$ cat config.mk
export PLATFORM = sky130hd
export DESIGN_NAME = axis_block_averager
export DESIGN_NICKNAME = d
export VERILOG_FILES = /design/src/rtl/axis_averager_pkg.sv /design/src/rtl/axis_block_averager_accumulator.sv /design/src/rtl/axis_block_averager.sv
export SDC_FILE = /design/constraint.sdc
export NUM_CORES = 1
export LEC_CHECK = 0
export CAP_MARGIN = 20
export CELL_PAD_IN_SITES_DETAIL_PLACEMENT = 1
export CELL_PAD_IN_SITES_GLOBAL_PLACEMENT = 1
export CORE_UTILIZATION = 44
export DETAILED_ROUTE_END_ITERATION = 12
export GPL_TIMING_DRIVEN = 1
export PLACE_DENSITY_LB_ADDON = 0.1
export SLEW_MARGIN = 20
export SYNTH_ARGS = -nofsm -noshare
export SYNTH_HDL_FRONTEND = slang
export SYNTH_SLANG_ARGS = --single-unit
$ cat constraint.sdc
create_clock -name clock -period 4.4 [get_ports clock]
set_clock_uncertainty 0.05 [all_clocks]
set_input_delay 1.32 -clock clock [delete_from_list [all_inputs] [get_ports clock]]
set_output_delay 1.32 -clock clock [all_outputs]
set_load 0.02 [all_outputs]
$ cat src/rtl/axis_averager_pkg.sv
// Shared types and width helpers for the AXI-stream block averager.
// The accumulator width formula lives here so every file sizes it the same way.
package axis_averager_pkg;

    typedef enum logic {
        ST_ACCUMULATE = 1'b0,
        ST_HOLD       = 1'b1
    } avg_state_e;

    typedef enum logic [1:0] {
        ACC_KEEP = 2'd0,
        ACC_ADD  = 2'd1,
        ACC_ZERO = 2'd2
    } acc_op_e;

    // Wide enough to hold the sum of n_samples full-scale samples without overflow.
    function automatic int acc_width(input int data_width, input int n_samples);
        return data_width + $clog2(n_samples);
    endfunction

endpackage

$ cat src/rtl/axis_block_averager_accumulator.sv
// Window accumulator with arithmetic-shift result path.
// The result port presents the average of the window including the current sample.
module averager_accumulator
    import axis_averager_pkg::*;
#(
    parameter int DATA_WIDTH   = 32,
    parameter int N_SAMPLES    = 8,
    parameter int OUTPUT_SHIFT = $clog2(N_SAMPLES)
) (
    input  logic                  clock,
    input  logic                  reset,
    input  acc_op_e               acc_op,
    input  logic [DATA_WIDTH-1:0] sample,
    output logic [DATA_WIDTH-1:0] result
);

    localparam int ACC_WIDTH = acc_width(DATA_WIDTH, N_SAMPLES);

    logic signed [ACC_WIDTH-1:0] acc_r;
    logic signed [ACC_WIDTH-1:0] sample_ext_s;
    logic signed [ACC_WIDTH-1:0] sum_s;

    // Sign-extend the sample, add it, and floor-divide via arithmetic shift.
    always_comb begin
        sample_ext_s = ACC_WIDTH'($signed(sample));
        sum_s        = acc_r + sample_ext_s;
        result       = DATA_WIDTH'(sum_s >>> OUTPUT_SHIFT);
    end

    // Accumulator register, driven by the operation chosen in the control FSM.
    always_ff @(posedge clock or negedge reset) begin
        if (!reset) begin
            acc_r <= {ACC_WIDTH{1'b0}};
        end else begin
            case (acc_op)
                ACC_ADD:  acc_r <= sum_s;
                ACC_ZERO: acc_r <= {ACC_WIDTH{1'b0}};
                default:  acc_r <= acc_r;
            endcase
        end
    end

endmodule

$ cat src/rtl/axis_block_averager.sv
// AXI-stream block averager: averages every N_SAMPLES accepted samples into one output.
// Control FSM and handshake live here; the arithmetic is in averager_accumulator.
module axis_block_averager
    import axis_averager_pkg::*;
#(
    parameter int DATA_WIDTH   = 32,
    parameter int N_SAMPLES    = 8,
    parameter int OUTPUT_SHIFT = $clog2(N_SAMPLES)
) (
    input  logic                         clock,
    input  logic                         reset,
    input  logic                         clear,
    input  logic                         data_in_valid,
    input  logic [DATA_WIDTH-1:0]        data_in_data,
    output logic                         data_in_ready,
    output logic                         data_out_valid,
    output logic [DATA_WIDTH-1:0]        data_out_data,
    input  logic                         data_out_ready,
    output logic [$clog2(N_SAMPLES):0]   window_count
);

    localparam int CNT_WIDTH = $clog2(N_SAMPLES) + 1;
    localparam logic [CNT_WIDTH-1:0] LAST_COUNT = CNT_WIDTH'(N_SAMPLES - 1);

    avg_state_e            state_r;
    avg_state_e            state_n_s;
    logic [CNT_WIDTH-1:0]  count_r;
    logic [CNT_WIDTH-1:0]  count_n_s;
    logic                  out_valid_r;
    logic                  valid_n_s;
    logic [DATA_WIDTH-1:0] out_data_r;
    logic [DATA_WIDTH-1:0] result_s;
    logic                  in_ready_s;
    logic                  accept_s;
    logic                  load_result_s;
    acc_op_e               acc_op_s;

    averager_accumulator #(
        .DATA_WIDTH   (DATA_WIDTH),
        .N_SAMPLES    (N_SAMPLES),
        .OUTPUT_SHIFT (OUTPUT_SHIFT)
    ) u_accumulator (
        .clock  (clock),
        .reset  (reset),
        .acc_op (acc_op_s),
        .sample (data_in_data),
        .result (result_s)
    );

    // Handshake: input is blocked only while a result is waiting on a stalled sink.
    always_comb begin
        in_ready_s = !(out_valid_r && !data_out_ready);
        accept_s   = data_in_valid && in_ready_s;
    end

    // Next-state logic. Completing a window zeroes acc and count, so an accepted
    // sample in HOLD naturally opens the next window (or closes it when N is 1).
    always_comb begin
        state_n_s     = state_r;
        count_n_s     = count_r;
        valid_n_s     = out_valid_r;
        load_result_s = 1'b0;
        acc_op_s      = ACC_KEEP;
        if (clear) begin
            state_n_s = ST_ACCUMULATE;
            count_n_s = {CNT_WIDTH{1'b0}};
            valid_n_s = 1'b0;
            acc_op_s  = ACC_ZERO;
        end else if (accept_s) begin
            if (count_r == LAST_COUNT) begin
                state_n_s     = ST_HOLD;
                count_n_s     = {CNT_WIDTH{1'b0}};
                valid_n_s     = 1'b1;
                load_result_s = 1'b1;
                acc_op_s      = ACC_ZERO;
            end else begin
                state_n_s = ST_ACCUMULATE;
                count_n_s = count_r + CNT_WIDTH'(1);
                valid_n_s = 1'b0;
                acc_op_s  = ACC_ADD;
            end
        end else begin
            case (state_r)
                ST_ACCUMULATE: begin
                    state_n_s = ST_ACCUMULATE;
                end
                ST_HOLD: begin
                    if (data_out_ready) begin
                        state_n_s = ST_ACCUMULATE;
                        valid_n_s = 1'b0;
                    end else begin
                        state_n_s = ST_HOLD;
                    end
                end
                default: begin
                    state_n_s = ST_ACCUMULATE;
                    count_n_s = {CNT_WIDTH{1'b0}};
                    valid_n_s = 1'b0;
                    acc_op_s  = ACC_ZERO;
                end
            endcase
        end
    end

    // State, count and output registers.
    always_ff @(posedge clock or negedge reset) begin
        if (!reset) begin
            state_r     <= ST_ACCUMULATE;
            count_r     <= {CNT_WIDTH{1'b0}};
            out_valid_r <= 1'b0;
            out_data_r  <= {DATA_WIDTH{1'b0}};
        end else begin
            state_r     <= state_n_s;
            count_r     <= count_n_s;
            out_valid_r <= valid_n_s;
            if (load_result_s) begin
                out_data_r <= result_s;
            end else begin
                out_data_r <= out_data_r;
            end
        end
    end

    assign data_in_ready  = in_ready_s;
    assign data_out_valid = out_valid_r;
    assign data_out_data  = out_data_r;
    assign window_count   = count_r;

endmodule

==> out/metrics.csv <==
stage;metric;value;unit
placed_design;io_buffers;74;
sta;finalHoldViolCount;0;
setup_path;slowest_stage;fa_1;
finish;fin_area;0.00563;mm2
sta;worst_pin_slew;0.943;ns
global_route;grt_usage;23.9;%
global_route;grt_pass1_wl;19400;um
worst_hold_path;min_path_type;register to register;
setup_path;cp-end-kind;register;
placed_design;gp_congestion;0.881;
setup_path;critical_path_class;primary input to register;
floorplan;start_util;45.9;%
global_route;antenna_found_initial;0;
synthesis;ys_seq_area_share;40.3;%
floorplan;core-area;0.00986;mm2
placed_design;hpwl;8760;um
clock_network;path_clk_slew;0.08;ns
setup_path;path_cells;clkdlybuf4s50_1 -> ha_1 -> fa_1 -> a211oi_2 -> o211ai_2 -> a211oi_2 -> nor2_2 -> nor4_4 -> o21ai_2 -> a31oi_1 -> xnor2_1 -> mux2_2;
clock_network;hold_buffers;0;
floorplan;die_area;0.0107;mm2
global_route;grt_pass1_vias;4016;
floorplan;fp.dieW;103;um
clock_network;htree_levels;3;
route;wl;11900;um
placed_design;dp.cells;677;
pwr;ir_drop;0.282;mV
route;via_per_inst;5.63;
sta;period_share;92.5;%
finish;fin_cells;692;
synthesis;synth_area;0.00453;mm2
synthesis;netlist_top_cells_area;dfrtp_1 40%, ha_1 9.9%, nand2_1 7.9%;
setup_path;startpoint_type;primary input;
synthesis;netlist_instances;478;
sta;drv_slew;0;
setup_path;worst_path_most_repeated_cell;a211oi_2;
finish;layout-drive-gt1-share;8.77;%
floorplan;num_io_pins;75;
worst_hold_path;worstHoldPathCells;2;
synthesis;yosys_warnings;0;
run;cap_viol_max_count;0;
setup_path;critPathRequiredTime;4.60;ns
synthesis;synth-async-reset-ratio;100;%
synthesis;yosysTopAreaCell;dfrtp_1;
setup_path;crit_path_max_fanout;4;
setup_path;cp.arrival;4.27;ns
global_route;grt_overflow;0;
clock_network;clock_sinks;73;
synthesis;synth_top_area_share;40.3;%
placed_design;dp_slack;-0.0278;ns
finish;antenna_cells;0;
synthesis;syn_area_per_cell;9.47;um2
sta;period_minus_slack;4.07;ns
sta;worst_hold_slack;0.427;ns
sta;final.setup.worst_slack;0.331;ns
synthesis;synth_nets;552;
route;route.detailed.drc;0;
route;first_pass_iters;5;
clock_network;clock_latency;0.36;ns
setup_path;cp.depth;12;
clock_network;cts_buffers;9;
synthesis;synth_edf_count;0;
clock_network;cts-resized-gates;0;
route;drtAntennaViolNets;0;
pwr;power;0.00332;W
finish;syn_to_final_growth;24.4;%
pwr;p_leak;2.68;nW
synthesis;synth.distinct_cells;51;
setup_path;slowest_delay;0.43;ns
setup_path;worstRegToRegCells;11;
route;vias;3894;
clock_network;cts_tree;done;
clock_network;clock_path_buffers;2;
placed_design;placed_area;0.00544;mm2
clock_network;post_cts_buffers;0;
route;wire_per_inst;17.2;um
sta;rsz0062_at_grt;no;
route;first_iter_violations;92;
floorplan;rows;36;
sta;clock.fmax;246;MHz
global_route;grt_max_degree;74;
sta;finalSetupViolCount;0;
setup_path;cp.buffers_inverters;1;
run_status;outcome;finished, final reports clean;
sta;slew_headroom;37.1;%
synthesis;synth-seq-cells;73;
finish;fin_nets;629;
pwr;powerDensity;590;mW/mm2
floorplan;die_h;103;um
synthesis;ys.flop_type;dfrtp_1;
clock_network;cts-root-buf;clkbuf_8;
setup_path;cp_top_family;compound AO/OA/AOI/OAI gates;
[power by group]
| part | internal [W] | switching (W) | total (W) |
|---|---|---|---|
| clock | 0.000288 | 0.000256 | 0.000544 |
| sequential | 0.000830 | 0.000101 | 0.000930 |
| combinational | 0.000801 | 0.00105 | 0.00185 |
| total | 0.00192 | 0.00141 | 0.00332 |
[Yosys cell counts (6+ instances only)]
library cell	number
nand3_1	6
a22o_1	25
o21bai_1	6
inv_1	6
a21o_1	20
xnor2_1	20
o21ai_0	23
o21ai_1	9
clkbuf_1	17
xor2_1	11
nand2_1	95
o21a_1	6
dfrtp_1	73
a21oi_1	33
mux2_2	12
ha_1	36
nor2_1	13
[cell usage in the layout (no fill, tap or decap), drive strengths merged, types with 6 or more instances in the layout]
cell type / n
inv: 6
a21o: 20
mux2: 12
o21bai: 6
clkdlybuf4s50: 73
ha: 36
nor2: 14
nand2: 95
o21ai: 34
clkbuf: 12
xor2: 11
buf: 10
a22o: 25
nand3: 6
o21a: 6
a211oi: 7
a21oi: 33
dfrtp: 73
xnor2: 20
[per-stage QoR]
step | setup TNS (ns) | util, %
3_3_place_gp | 0 | 55.1
5_1_grt | 0 | 57.1
3_5_place_dp | -0.0358 | 55.1
6_report | 0 | 57.1
4_1_cts | 0 | 57.1
2_1_floorplan | 0 | -
[logic make-up (layout without fill, tap and decap cells)]
| kind of cell | Yosys count | in the layout | share of synthesized area, % |
|---|---|---|---|
| mux | 12 | 12 | 2.98 |
| xor+xnor | 31 | 31 | 6.00 |
| simple gates | 148 | 148 | 14.8 |
| buf+inv | 23 | 104 | 1.91 |
| flops | 73 | 73 | 40.3 |
| compound gates | 154 | 154 | 23.6 |
| fa+ha+maj | 37 | 37 | 10.4 |
[sequential cells by signal, summed over array words and instances (netlist names)]
name	flops
state_r	1
window_count	4
data_out_data	32
data_out_valid	1
u_accumulator.acc_r	35
[path summary, 6_finish.rpt]
check | start | endpoint | slack, ns
max | data_in_data[0] | data_out_data[29] | 0.33
min | data_out_data[27] | data_out_data[27] | 0.43
max reg2reg | u_accumulator.acc_r[0] | data_out_data[29] | 1.32
min reg2reg | data_out_data[27] | data_out_data[27] | 0.43
max in group asynchronous | reset | u_accumulator.acc_r[17] | 2.64
min in group asynchronous | reset | u_accumulator.acc_r[33] | 1.05
[tightest hold or removal path: cells and delay by family, from the launching register on]
| family | cells | cell delay, ns |
|---|---|---|
| simple gates | 2 | 0.10 |
| flops | 1 | 0.35 |
[layout make-up]
cell class                      instances  area (um2)
Fill cell                            1098        4230
Timing Repair Buffer                   83         806
Multi-Input combinational cell        382        2620
Clock inverter                          3        40.0
Inverter                                6        22.5
Tap cell                              133         166
Clock buffer                           12         155
Sequential cell                        73        1830
[routing by layer]
layer,wire (um),GRT usage [%],part of all wire [%]
met5,0,0,0
met4,178,7.69,1.5
met3,356,3.36,3.0
met2,6100,43.0,51
met1,5270,29.5,44
Note: power is estimated with default switching activity, not from simulation.
